`src/rtl/bin_to_bcd_display.sv`:
```
// Sequential double-dabble binary-to-BCD converter feeding the seven-segment driver.
// One shift per clock; the display word only changes on the completing edge.
module bin_to_bcd_display #(
    parameter int BIN_WIDTH = 27
) (
    input  logic                 system_clock,
    input  logic                 cpu_rst_n,
    input  logic [BIN_WIDTH-1:0] bin_val,
    input  logic                 start,
    output logic                 busy,
    output logic                 done,
    output logic                 overflow,
    output logic [31:0]          display_val
);

    localparam int          CNT_W     = $clog2(BIN_WIDTH + 1);
    localparam logic [31:0] OVF_LIMIT = 32'd99_999_999;
    localparam logic [31:0] SATURATED = 32'h9999_9999;

    typedef enum logic {
        ST_IDLE  = 1'b0,
        ST_SHIFT = 1'b1
    } state_t;

    state_t               r_state;
    state_t               w_state_next;
    logic [BIN_WIDTH-1:0] r_bin;
    logic [31:0]          r_bcd;
    logic [CNT_W-1:0]     r_cnt;
    logic                 r_ovf_pending;
    logic                 r_busy;
    logic                 r_done;
    logic                 r_overflow;
    logic [31:0]          r_display;

    logic                 w_last;
    logic                 w_ovf_in;
    logic [31:0]          w_bin_wide;
    logic [31:0]          w_bcd_adj;
    logic [31:0]          w_bcd_shift;
    logic                 w_busy_next;
    logic                 w_done_next;

    // Add 3 to every nibble >= 5 so the following left shift carries correctly into decimal.
    function automatic logic [31:0] dabble_adjust(input logic [31:0] v);
        logic [31:0] r;
        r = v;
        for (int k = 0; k < 8; k++) begin
            if (v[4*k +: 4] >= 4'd5) begin
                r[4*k +: 4] = v[4*k +: 4] + 4'd3;
            end else begin
                r[4*k +: 4] = v[4*k +: 4];
            end
        end
        return r;
    endfunction

    assign w_bin_wide  = 32'(bin_val);
    assign w_ovf_in    = (w_bin_wide > OVF_LIMIT);
    assign w_last      = (r_state == ST_SHIFT) && (r_cnt == CNT_W'(1'b1));
    assign w_bcd_adj   = dabble_adjust(r_bcd);
    assign w_bcd_shift = (w_bcd_adj << 1'b1) | {31'd0, r_bin[BIN_WIDTH-1]};

    // State register.
    always_ff @(posedge system_clock or negedge cpu_rst_n) begin
        if (!cpu_rst_n) begin
            r_state <= ST_IDLE;
        end else begin
            r_state <= w_state_next;
        end
    end

    // Next-state logic.
    always_comb begin
        w_state_next = r_state;
        case (r_state)
            ST_IDLE: begin
                if (start) begin
                    w_state_next = ST_SHIFT;
                end else begin
                    w_state_next = ST_IDLE;
                end
            end
            ST_SHIFT: begin
                if (w_last) begin
                    w_state_next = ST_IDLE;
                end else begin
                    w_state_next = ST_SHIFT;
                end
            end
            default: w_state_next = ST_IDLE;
        endcase
    end

    // Output decode, registered below so busy/done are glitch-free.
    always_comb begin
        w_busy_next = (w_state_next == ST_SHIFT);
        w_done_next = w_last;
    end

    // Conversion datapath: capture on accept, shift while converting; starts in SHIFT are ignored.
    always_ff @(posedge system_clock or negedge cpu_rst_n) begin
        if (!cpu_rst_n) begin
            r_bin         <= '0;
            r_bcd         <= 32'h0000_0000;
            r_cnt         <= '0;
            r_ovf_pending <= 1'b0;
        end else if (r_state == ST_IDLE) begin
            if (start) begin
                r_bin         <= bin_val;
                r_bcd         <= 32'h0000_0000;
                r_cnt         <= CNT_W'(BIN_WIDTH);
                r_ovf_pending <= w_ovf_in;
            end else begin
                r_bin         <= r_bin;
                r_bcd         <= r_bcd;
                r_cnt         <= r_cnt;
                r_ovf_pending <= r_ovf_pending;
            end
        end else begin
            r_bin         <= r_bin << 1'b1;
            r_bcd         <= w_bcd_shift;
            r_cnt         <= r_cnt - CNT_W'(1'b1);
            r_ovf_pending <= r_ovf_pending;
        end
    end

    // Output registers: display/overflow move only on the completing edge.
    always_ff @(posedge system_clock or negedge cpu_rst_n) begin
        if (!cpu_rst_n) begin
            r_busy     <= 1'b0;
            r_done     <= 1'b0;
            r_overflow <= 1'b0;
            r_display  <= 32'h0000_0000;
        end else begin
            r_busy <= w_busy_next;
            r_done <= w_done_next;
            if (w_last) begin
                r_display  <= r_ovf_pending ? SATURATED : w_bcd_shift;
                r_overflow <= r_ovf_pending;
            end else begin
                r_display  <= r_display;
                r_overflow <= r_overflow;
            end
        end
    end

    assign busy        = r_busy;
    assign done        = r_done;
    assign overflow    = r_overflow;
    assign display_val = r_display;

endmodule

```
`config.mk`:
```
export PLATFORM = sky130hd
export DESIGN_NAME = bin_to_bcd_display
export DESIGN_NICKNAME = d
export VERILOG_FILES = /design/src/rtl/bin_to_bcd_display.sv
export SDC_FILE = /design/constraint.sdc
export NUM_CORES = 1
export LEC_CHECK = 0
export ABC_AREA = 1
export BUFFER_PORTS_ARGS = -buffer_cell sky130_fd_sc_hd__buf_2
export CAP_MARGIN = 25
export CORE_ASPECT_RATIO = 1.5
export CORE_MARGIN = 2
export CORE_UTILIZATION = 52
export CTS_CLUSTER_SIZE = 12
export DETAILED_ROUTE_END_ITERATION = 8
export PLACE_DENSITY = 0.76
export SLEW_MARGIN = 20
export SYNTH_ARGS = -nofsm -noshare
export SYNTH_HDL_FRONTEND = slang
export SYNTH_SLANG_ARGS = --single-unit
```
`constraint.sdc`:
```
create_clock -name system_clock -period 1.58 [get_ports system_clock]
set_clock_uncertainty 0.1 [all_clocks]
set_input_delay 0.079 -clock system_clock [delete_from_list [all_inputs] [get_ports system_clock]]
set_output_delay 0.079 -clock system_clock [all_outputs]
set_load 0.1 [all_outputs]
```
==> results.json <==
{
  "status": "complete, but fails checks",
  "violations": "hold timing",
  "fin_util_pct": 68.4,
  "insertion_delay_ns": 0.35,
  "grt_max_degree": 37,
  "coreArea_mm2": 0.00883,
  "setup.worst_path.class": "reg -> reg",
  "slowest_stage": "dfrtp_1",
  "rrSetupSlack_ns": 0.05,
  "timing.final.crit_share_pct": 96.9,
  "n_fill_cell": 651,
  "die-area_mm2": 0.00992,
  "layout-drive-gt1-share_pct": 21.3,
  "area_growth_pct": 27.3,
  "finalCriticalPeriod_ns": 1.53,
  "setup_violations": 0,
  "holdPathEnd": "r_bin[17]",
  "fin_nets": 692,
  "die_w_um": 82.0,
  "synth_nets": 587,
  "num_antenna_cells": 0,
  "cts_max_level": 3,
  "start_util_pct": 53.7,
  "globalplace.congestion": 0.817,
  "timing.rr.end": "r_bcd[25]",
  "yosys_warnings": 0,
  "hold_start": "bin_val[17]",
  "regArea_mm2": 0.00251,
  "wire_per_inst_um": 15.4,
  "finalMaxSlewViolations": 0,
  "cts_tree": "done",
  "path_cells": "inv_1, ha_1, inv_1, nand2_1, nand3_4, xor2_2, o22ai_1",
  "slew-limit-headroom_pct": 67.1,
  "drc": 0,
  "cts.clk_slew.worst_paths_ns": 0.07,
  "final_hold_viol_count": 1,
  "crit_path_max_fanout": 4,
  "wirelength_um": 11700,
  "cp_slowest_stage_delay_ns": 0.40,
  "gr-total-overflow": 0,
  "max_freq_mhz": 653,
  "ctsRootBufferMaster": "clkbuf_16",
  "numPortBuffers": 64,
  "vias": 4170,
  "crit_path_start_kind": "register",
  "hold_path_class": "in -> reg",
  "multi_input_area_mm2": 0.00198,
  "reg2reg_from": "r_bcd[24]",
  "dr.pass1.iters": 6,
  "place_ws_ns": -0.0579,
  "synthesis.area_mm2": 0.00474,
  "layout.cells.non_filler": 759,
  "initialDrtViolationCount": 319,
  "ant_nets": 0,
  "yosysUniqueCellTypes": 27,
  "syn_inst": 539,
  "ys_seq_area_share_pct": 52.8,
  "cts_buffers": 9,
  "cp.required_ns": 1.70,
  "dp.cells": 713,
  "crit_path_frequent_cell": "inv_1",
  "grt_pass1_wl_um": 19200,
  "postSynthAreaPerCell_um2": 8.80,
  "ioPinCount": 65,
  "clkSinkCount": 100,
  "viasPerCell": 5.49,
  "dp_hpwl_um": 7680,
  "antenna_found_initial": 0,
  "reg2reg_depth": 7,
  "max-cap-violations": 0,
  "track_usage_pct": 25.3,
  "finalWorstSetupSlack_ns": 0.0482,
  "grt_pass1_vias": 4280,
  "num_rows": 42,
  "hold_ws_ns": -0.00267,
  "crit_arrival_ns": 1.66,
  "die_y_um": 121,
  "cts_max_path_buffers": 2,
  "cp-end-kind": "register",
  "tightest_slew_ns": 0.496,
  "worstHoldPathCells": 3,
  "synth_seq_cells": 100,
  "rsz0062_at_grt": "yes"
}
## Yosys cell counts, drive strengths merged
master	n	area (um2)
nand4	2	12.5
nand3	18	103
nand2	133	499
ha	18	225
o221ai	12	105
a22oi	8	60.1
o21ai	58	290
a21boi	1	7.51
and2	6	37.5
o22ai	30	188
inv	80	300
clkbuf	14	52.6
xor2	9	78.8
buf	4	18.8
a21oi	1	5.00
a2bb2oi	9	78.8
or2	6	37.5
o211ai	4	30.0
dfrtp	100	2500
nor2	25	104
o21a	1	7.51
## area by class of cell
class                           count  share of cell area [%]
Clock inverter                      4                   0.788
Clock buffer                       12                    4.25
Inverter                           80                    5.06
Sequential cell                   100                    41.5
Multi-Input combinational cell    341                    32.8
Timing Repair Buffer              112                    13.3
Tap cell                          110                    2.28
## metrics by stage
stage	instance area, um2	hold WS, ns	setup TNS (ns)
2_1_floorplan	4760	-0.317	-5.20
3_3_place_gp	5330	-0.0385	0
3_5_place_dp	5330	-0.0376	-0.110
4_1_cts	5900	0.00188	0
5_1_grt	6040	0.0298	-0.305
6_report	6040	-0.00267	0
## kinds of logic after synthesis
kind of cell	share of synthesized area [%]
buf+inv	7.83
fa+ha+maj	4.75
xor+xnor	1.66
simple gates	16.7
flops	52.8
compound gates	16.3
## layer usage
| layer | vias up | GRT usage (%) | part of all wire, % | routed length (um) |
|---|---|---|---|---|
| met4 | 0 | 12.7 | 2.9 | 344 |
| met1 | 2011 | 29.7 | 40 | 4740 |
| met3 | 31 | 4.61 | 4.5 | 525 |
| met2 | 141 | 43.1 | 52 | 6100 |
| li1 | 1987 | - | - | - |
| met5 | - | 0 | 0 | 0 |
## cells in the final DEF (no fill, tap or decap), types with 7 or more instances in the layout
| cell type | netlist | final |
|---|---|---|
| a22oi_1 | 8 | 7 |
| o21ai_0 | 49 | 35 |
| inv_1 | 76 | 73 |
| nand3_1 | 17 | 11 |
| o21ai_1 | 9 | 17 |
| o22ai_1 | 30 | 30 |
| buf_4 | 0 | 20 |
| buf_2 | 3 | 62 |
| o221ai_1 | 12 | 12 |
| nand2_1 | 133 | 132 |
| dfrtp_1 | 100 | 98 |
| dlygate4sd3_1 | 0 | 26 |
| nor2_1 | 23 | 22 |
| clkbuf_16 | 0 | 9 |
| ha_1 | 18 | 18 |
| a2bb2oi_1 | 9 | 9 |
## sequential cells by signal, summed over array words and instances, names as in the netlist
register	cells
r_ovf_pending	1
done	1
display_val	32
overflow	1
r_bin	27
r_cnt	5
r_bcd	32
busy	1
## repair_timing
item | 4_1_cts | 5_1_grt
resized for setup | 2 | 37
buffers inserted | 0 | 4
pin swaps | 0 | 1
setup endpoints to repair | 4 | 37
endpoints found under the hold margin | 125 | 0
hold buffers | 26 | 0
## worst max path at each step
stage	from	slack, ns	endpoint
2_1_floorplan	busy	-0.09	r_bcd[27]
3_3_place_gp	r_bcd[4]	0.01	r_bcd[6]
3_5_place_dp	r_bcd[4]	-0.06	display_val[6]
4_1_cts	r_bcd[24]	0.006	display_val[28]
5_1_grt	r_bcd[13]	-0.05	display_val[14]
6_report	r_bcd[24]	0.05	r_bcd[25]
## critical path: cells and delay by family (launching register included)
| kind | cells | cell delay (ns) |
|---|---|---|
| AND/OR/NAND/NOR | 2 | 0.25 |
| AO/OA/AOI/OAI | 1 | 0.09 |
| buffers and inverters | 2 | 0.20 |
| adder cells (fa/ha/maj) | 1 | 0.18 |
| XOR/XNOR | 1 | 0.19 |
| flip-flops | 1 | 0.40 |
Power is left out: the tool's default activity adds up to more than one toggle a clock period on the data nets, which glitch-free logic cannot reach.
